===== config.mk =====
export PLATFORM = sky130hd
export DESIGN_NAME = seq_addsub
export DESIGN_NICKNAME = d
export VERILOG_FILES = /design/src/rtl/seq_addsub.sv
export SDC_FILE = /design/constraint.sdc
export NUM_CORES = 1
export LEC_CHECK = 0
export ABC_AREA = 1
export BUFFER_PORTS_ARGS = -buffer_cell sky130_fd_sc_hd__buf_2
export CAP_MARGIN = 20
export CORE_UTILIZATION = 41
export DETAILED_ROUTE_END_ITERATION = 6
export PLACE_DENSITY = 0.63
export SLEW_MARGIN = 20
export SYNTH_ARGS = -nofsm -noshare
export SYNTH_HDL_FRONTEND = slang
export SYNTH_SLANG_ARGS = --single-unit

===== constraint.sdc =====
create_clock -name CLK -period 3.1 [get_ports CLK]
set_input_delay 0.31 -clock CLK [delete_from_list [all_inputs] [get_ports CLK]]
set_output_delay 0.31 -clock CLK [all_outputs]
set_load 0.02 [all_outputs]

===== src/rtl/seq_addsub.sv =====
// Multi-cycle N-bit adder/subtractor: one W-bit chunk per clock through a short carry chain.
// S/CO/OV are published together on the completion edge and held until the next completion.
module seq_addsub #(
  parameter int N = 32,
  parameter int W = 8
) (
  input  logic         CLK,
  input  logic         RST_N,
  input  logic         START,
  input  logic         SUB,
  input  logic [N-1:0] A,
  input  logic [N-1:0] B,
  input  logic         CI,
  output logic         BUSY,
  output logic         DONE,
  output logic [N-1:0] S,
  output logic         CO,
  output logic         OV
);
  localparam int K  = N / W;
  localparam int CW = (K > 1) ? $clog2(K) : 1;
  localparam logic [CW-1:0] LAST = CW'(K - 1);

  typedef enum logic [1:0] {IDLE, RUN, FIN} state_t;

  state_t        state_q, state_d;
  logic [N-1:0]  a_q, a_d, b_q, b_d, p_q, p_d, s_q, s_d;
  logic          c_q, c_d, co_q, co_d, ov_q, ov_d;
  logic [CW-1:0] cnt_q, cnt_d;
  logic [W-1:0]  a_chunk, b_chunk;
  logic [W:0]    sum;
  logic          accept, last;

  function automatic logic signed_ovf(input logic a_msb, input logic b_msb, input logic s_msb);
    return (a_msb == b_msb) && (s_msb != a_msb);
  endfunction

  // START is only honoured outside RUN, so in-flight operands are never re-sampled
  assign accept = START && (state_q != RUN);
  assign last   = (cnt_q == LAST);

  always_ff @(posedge CLK or negedge RST_N) begin
    if (!RST_N) state_q <= IDLE;
    else        state_q <= state_d;
  end

  always_comb begin
    state_d = state_q;
    unique case (state_q)
      IDLE:    if (START) state_d = RUN;
      RUN:     if (last)  state_d = FIN;
      FIN:     state_d = START ? RUN : IDLE;
      default: state_d = IDLE;
    endcase
  end

  always_comb begin
    BUSY = (state_q == RUN);
    DONE = (state_q == FIN);
    S    = s_q;
    CO   = co_q;
    OV   = ov_q;
  end

  always_comb begin
    a_chunk = '0;
    b_chunk = '0;
    for (int k = 0; k < K; k++) begin
      if (cnt_q == CW'(k)) begin
        a_chunk = a_q[k*W +: W];
        b_chunk = b_q[k*W +: W];
      end
    end
    sum = {1'b0, a_chunk} + {1'b0, b_chunk} + {{W{1'b0}}, c_q};

    a_d   = a_q;
    b_d   = b_q;
    c_d   = c_q;
    p_d   = p_q;
    cnt_d = cnt_q;
    s_d   = s_q;
    co_d  = co_q;
    ov_d  = ov_q;

    if (accept) begin
      // Subtraction as A + ~B + !CI: the borrow-in becomes an inverted carry-in
      a_d   = A;
      b_d   = SUB ? ~B : B;
      c_d   = SUB ? ~CI : CI;
      p_d   = '0;
      cnt_d = '0;
    end else if (state_q == RUN) begin
      for (int k = 0; k < K; k++) begin
        if (cnt_q == CW'(k)) p_d[k*W +: W] = sum[W-1:0];
      end
      c_d   = sum[W];
      cnt_d = last ? '0 : cnt_q + 1'b1;
      if (last) begin
        s_d  = p_d;
        co_d = sum[W];
        ov_d = signed_ovf(a_q[N-1], b_q[N-1], p_d[N-1]);
      end
    end
  end

  always_ff @(posedge CLK or negedge RST_N) begin
    if (!RST_N) begin
      a_q   <= '0;
      b_q   <= '0;
      p_q   <= '0;
      c_q   <= 1'b0;
      cnt_q <= '0;
      s_q   <= '0;
      co_q  <= 1'b0;
      ov_q  <= 1'b0;
    end else begin
      a_q   <= a_d;
      b_q   <= b_d;
      p_q   <= p_d;
      c_q   <= c_d;
      cnt_q <= cnt_d;
      s_q   <= s_d;
      co_q  <= co_d;
      ov_q  <= ov_d;
    end
  end

endmodule


### After elaboration in Yosys (flattened, before gate mapping)

Cells that the tools add are included.

* add/sub/neg operators: 3
* multipliers: 0
* divide/modulo/power cells: 0
* magnitude comparators: 0
* eq/ne operators: 10
* shift operators: 0
* multiplexer cells: 27
* bitwise logic cells: 3
* reduce and logical (&&, ||, !) cells: 7

Operators with widths (number)
* 8-bit 2-to-1 mux: 14
* 32-bit 2-to-1 mux: 3
* 32-bit NOT: 1
* 2-bit 2-to-1 mux: 5
* 8-bit by 8-bit adder with 9-bit output: 1
* 9-bit by 1-bit adder with 9-bit output: 1
* 2-bit equality test (second input constant): 3
* 2-bit one-hot mux with 3 select lines: 1
* 2-bit by 1-bit equality test with 1-bit output (second input constant): 2
* 2-bit zero test: 2
* 1-bit 2-to-1 mux: 4
* 2-bit by 1-bit != test with 1-bit output (second input constant): 2
* 3-bit AND reduction: 1
* 2-bit by 1-bit adder with 2-bit output (second input constant): 1
* 1-bit logical AND: 2
* 2-bit != test (second input constant): 1
* 1-bit NOT: 2
* 2-bit AND reduction: 1
* 2-bit nonzero test: 1
* 1-bit equality test: 1
* 1-bit != test: 1

* register bits: 135
* latch bits: 0
* RAM bits: 0
* bits in read-only memories: 0
* input bits: 69
* output and inout port bits: 36
* logic and storage cells: 59
* memories kept: 0

### Longest topological paths before layout

* word-level depth: 12
* depth in mapped cells: 19
* gate-level depth less buffers: 19

### Least setup slack after synthesis

No wires, ideal clock.

* kind: reg2reg
* start point: register cnt_q[0]
* end point: register s_q[30], in the netlist S[30]
* library setup time: 0.065 ns
* arrival time: 2.924 ns
* required time: 3.035 ns
* slack: 0.111 ns
* cell stages (with the launch flop): 17
* buffers on the path: 2
* period minus slack after synthesis: 2.989 ns
* cell sequence: dfrtp_1 > inv_1 > ha_1 > buf_2 > inv_1 > buf_2 > o21ai_0 > o21ai_0 > o21ai_0 > fa_1 > fa_1 > nand3b_1 > nand2_2 > a21oi_4 > xor2_2 > or2_1 > nand2_1

* cells in the longest elaborated chain, start to end: 10
* elaborated cells between the ends (all ways): 18
* classes of those cells: 2 x add/sub; 3 x eq/ne; 11 x mux; 2 x reduce/logical

Ends and longest elaborated chain
* from (decl): RTL line 29 `logic [CW-1:0] cnt_q, cnt_d;`
* from (signal assigned): RTL line 121 `cnt_q <= cnt_d;`
* 2-bit zero test: RTL line 69 `if (cnt_q == CW'(k)) begin`
* 8-bit 2-to-1 mux (4 in series): RTL line 69
* 8-bit by 8-bit adder with 9-bit output: RTL line 74 `sum = {1'b0, a_chunk} + {1'b0, b_chunk} + {{W{1'b0}}, c_q};`
* 9-bit by 1-bit adder with 9-bit output: RTL line 74
* 8-bit 2-to-1 mux: RTL line 94 `if (cnt_q == CW'(k)) p_d[k*W +: W] = sum[W-1:0];`
* 8-bit 2-to-1 mux: RTL line 92 `end else if (state_q == RUN) begin`
* 8-bit 2-to-1 mux: RTL line 85 `if (accept) begin`
* to (signal assigned): RTL line 113 `s_q <= '0;`
* to (signal assigned): RTL line 122 `s_q <= s_d;`
* to (decl): RTL line 27 `logic [N-1:0] a_q, a_d, b_q, b_d, p_q, p_d, s_q, s_d;`

Several ways; a longest one is shown, not always the timed one. The select of a mux whose other input is x is not followed.
A chain may end at the register's enable or synchronous reset.

### Final worst setup path

* start point: register cnt_q[0]
* end point: register s_q[12], in the netlist S[12]

* cells in the longest elaborated chain, start to end: 8
* elaborated cells between the ends (all ways): 16
* classes of those cells: 2 x add/sub; 3 x eq/ne; 9 x mux; 2 x reduce/logical

Ends and longest elaborated chain (RTL line)
* 2-bit zero test: 69
* 8-bit 2-to-1 mux (4 in series): 69
* 8-bit by 8-bit adder with 9-bit output: 74
* 9-bit by 1-bit adder with 9-bit output: 74
* 8-bit 2-to-1 mux: 94

Several ways; a longest one is shown, not always the timed one.

==> reports/results.tsv <==
stage	metric	value	unit
die	die height	126	um
placement	placed cells	1023	
critical_path	r2r endpoint	S[12]	
route	DR pass1 iterations	4	
critical_path	crit-path max cell delay	450	ps
timing	Setup-failing EPs final	0	
clock_tree	clk_lat worst skew	420	ps
clock_tree	root buffer cell	clkbuf_16	
die	Core Area	0.0151	mm2
critical_path	Max FO, Critical Path	5	
critical_path	CP endpoint	S[12]	
placement	pre-CTS WS	20.1	ps
critical_path	Most Frequent Cell on Critical Path	nand2_1	
synth	Synth top cells by count	nand2_1, dfrtp_1, o21ai_0	
critical_path	critical path depth	15	
cells_and_area	Layout Utilization	50.8	%
critical_path	critical path startpoint	cnt_q[0]	
placement	GP Congestion	0.827	
route	DRT Wirelength	14800	um
synth	Synth area leaders	dfrtp_1, nand2_1, o21ai_0, xor2_1, inv_1	
synth	syn nets	838	
power_and_ir_drop	maximum vdd drop	699	uV
grt	initial antenna violation count	0	
synth	Yosys warnings	0	
clock_tree	CTS Sinks	128	
synth	post-synth top area share	50.5	%
cells_and_area	fin cells	1057	
critical_path	Worst Path Required	3370	ps
critical_path	Slowest-stage cell, CP	dfrtp_2	
job	Max Cap Viol	0	
synth	Syn Inst Count	756	
clock_tree	CTS buffer count	17	
synth	number of synthesized register bits	128	
synth	FFs w/ async S/R, synth	100	%
min_path	Hold Crit Class	in -> reg	
cells_and_area	nets	938	
synth	synthesized area per cell	8.40	um2
status	status	finished clean	
min_path	depth of the worst hold-timing path	3	
clock_tree	CTS tree	built	
grt	GR Overflow Total	0	
grt	vias in the first global route	5060	
grt	Tot GR Track Use	19.8	%
critical_path	worst r2r path cells	15	
route	vias per cell	4.86	
critical_path	crit-path cells	inv_2 -> ha_2 -> nand2_1 -> o22ai_1 -> nand2_1 -> o211ai_1 -> o21ai_1 -> fa_2 -> fa_1 -> nand3b_1 -> nand2_2 -> xnor2_2 -> nand2_1 -> o21ai_0 -> o21ai_0	
synth	ys flop type	dfrtp_1	
die	Die W	126	um
die	initial core utilization	41.9	%
route	DR iter-0 viols	274	
timing	fin crit period	2900	ps
placement	Port Buf Inserts	104	
critical_path	WP buf/inv	1	
power_and_ir_drop	LEAKAGE	3.98	nW
timing	Tcrit/Tclk final	93.5	%
placement	Placed Area	0.00703	mm2
timing	headroom to the max-slew limit	44.9	%
route	DRC errors left	0	
timing	pins over their slew limit	0	
power_and_ir_drop	pwr/cell area	1320	mW/mm2
route	drt wl/cell	14.0	um
die	num rows	45	
clock_tree	H-tree depth	4	
critical_path	Worst EP arrival	3160	ps
synth	most common cell in the netlist	nand2_1	
grt	first-pass GRT wire length	24500	um
critical_path	register-to-register path setup slack	200	ps
timing	final setup margin	203	ps
grt	largest net degree at the start of global routing	74	
timing	Fmax achieved	345	MHz
cells_and_area	Final Cell Area	0.00769	mm2
clock_tree	Worst-path clk slew	60	ps
synth	mapped cell area	0.00635	mm2
cells_and_area	ANT cells	0	
synth	unique cell type count in the Yosys netlist	35	
die	I/O pins	105	
critical_path	family with the most delay on the worst path	adder cells	
cells_and_area	Layout area overhead	21.2	%
cells_and_area	layout cells sized above 1	22.2	%
critical_path	CP endpoint kind	register	
critical_path	worst flop-to-flop path startpoint	cnt_q[0]	
route	antenna-violating nets left	0	
placement	DPL Wire Length	10500	um
synth	largest area contributor in the netlist	dfrtp_1	
synth	post-synthesis sequential area ratio	50.5	%
timing	final hold violation count	0	
critical_path	crit path kind	reg -> reg	
synth	EDFF count, synth	0	
clock_tree	Clock Tree Buf Depth	2	
timing	Clock Skew	10.9	ps
timing	worst slew pin tran	826	ps
critical_path	kind of start point of the critical path	register	
power_and_ir_drop	total power	10.1	mW
die	die area	0.0160	mm2
route	vias	5140	
-- final cells by class --
cell class                      count  area [um2]
Fill cell                        1463        7450
Sequential cell                   128        3200
Multi-Input combinational cell    526        2730
Timing Repair Buffer              123         704
Clock buffer                       21         450
Tap cell                          188         235
Inverter                           60         230
Clock inverter                     11         139
-- how the worst min path moves through the flow --
stage / to / startpoint
CTS: a_q[29] / A[29]
global route: a_q[29] / A[29]
detailed placement: S[11] / RST_N
finish: a_q[29] / A[29]
global placement: S[8] / RST_N
floorplan: CO / RST_N
-- cell families (layout without fill, tap and decap cells) --
family          Yosys count  after routing  share of synthesized area [%]
simple gates            330            330                           21.5
compound gates          145            145                           12.6
buf+inv                 102            215                           7.21
fa+ha+maj                13             13                           2.80
xor+xnor                 38             38                           5.48
flops                   128            128                           50.5
-- placed cells by master (no fill, tap or decap), drive strengths merged --
| cell | count |
|---|---|
| nand2 | 271 |
| dfrtp | 128 |
| buf | 122 |
| o21ai | 97 |
| inv | 60 |
| nand3 | 33 |
| xor2 | 33 |
| a21oi | 27 |
| clkbuf | 21 |
| or2 | 15 |
| ha | 11 |
| o22ai | 10 |
| nor2 | 10 |
| clkinv | 6 |
| xnor2 | 5 |
| a22oi | 4 |
| a22o | 3 |
| bufinv | 3 |
| o211ai | 2 |
| clkinvlp | 2 |
| fa | 2 |
| o221ai | 1 |
| nand3b | 1 |
| a21o | 1 |
| dlygate4sd3 | 1 |
-- what timing repair did --
item,CTS,global route
hold endpoints to repair,35,0
resized for setup,0,21
hold buffers,1,0
endpoints found under the setup margin,0,41
buffers inserted,0,1
-- per-layer routing --
layer / GRT usage, % / wire length, um
met1: 26.6 / 7090
met2: 31.4 / 6730
met3: 4.47 / 750
met4: 7.09 / 235
met5: 0 / 0
-- worst min-delay path: stages --
cell	delay, ps
buf_2	70
nand2_1	40
nand2_1	50
-- per-stage QoR --
stage	hold slack [ps]	TNS, ps
2_1_floorplan	14.4	0
3_3_place_gp	304	0
3_5_place_dp	300	0
4_1_cts	70.1	0
5_1_grt	80.6	-12.2
6_report	80.1	0
-- sequential cells by signal, summed over array words and instances, names as in the netlist --
signal,cells
CO,1
OV,1
S,32
a_q,32
b_q,32
c_q,1
cnt_q,2
p_q,25
state_q,2
-- report_power, final --
group / internal, mW / switching (mW) / total, mW
logic: 1.92 / 3.36 / 5.28
clock network: 1.28 / 0.725 / 2.00
registers: 2.46 / 0.382 / 2.85
total: 5.66 / 4.47 / 10.1
(Power assumes the default switching activity.)
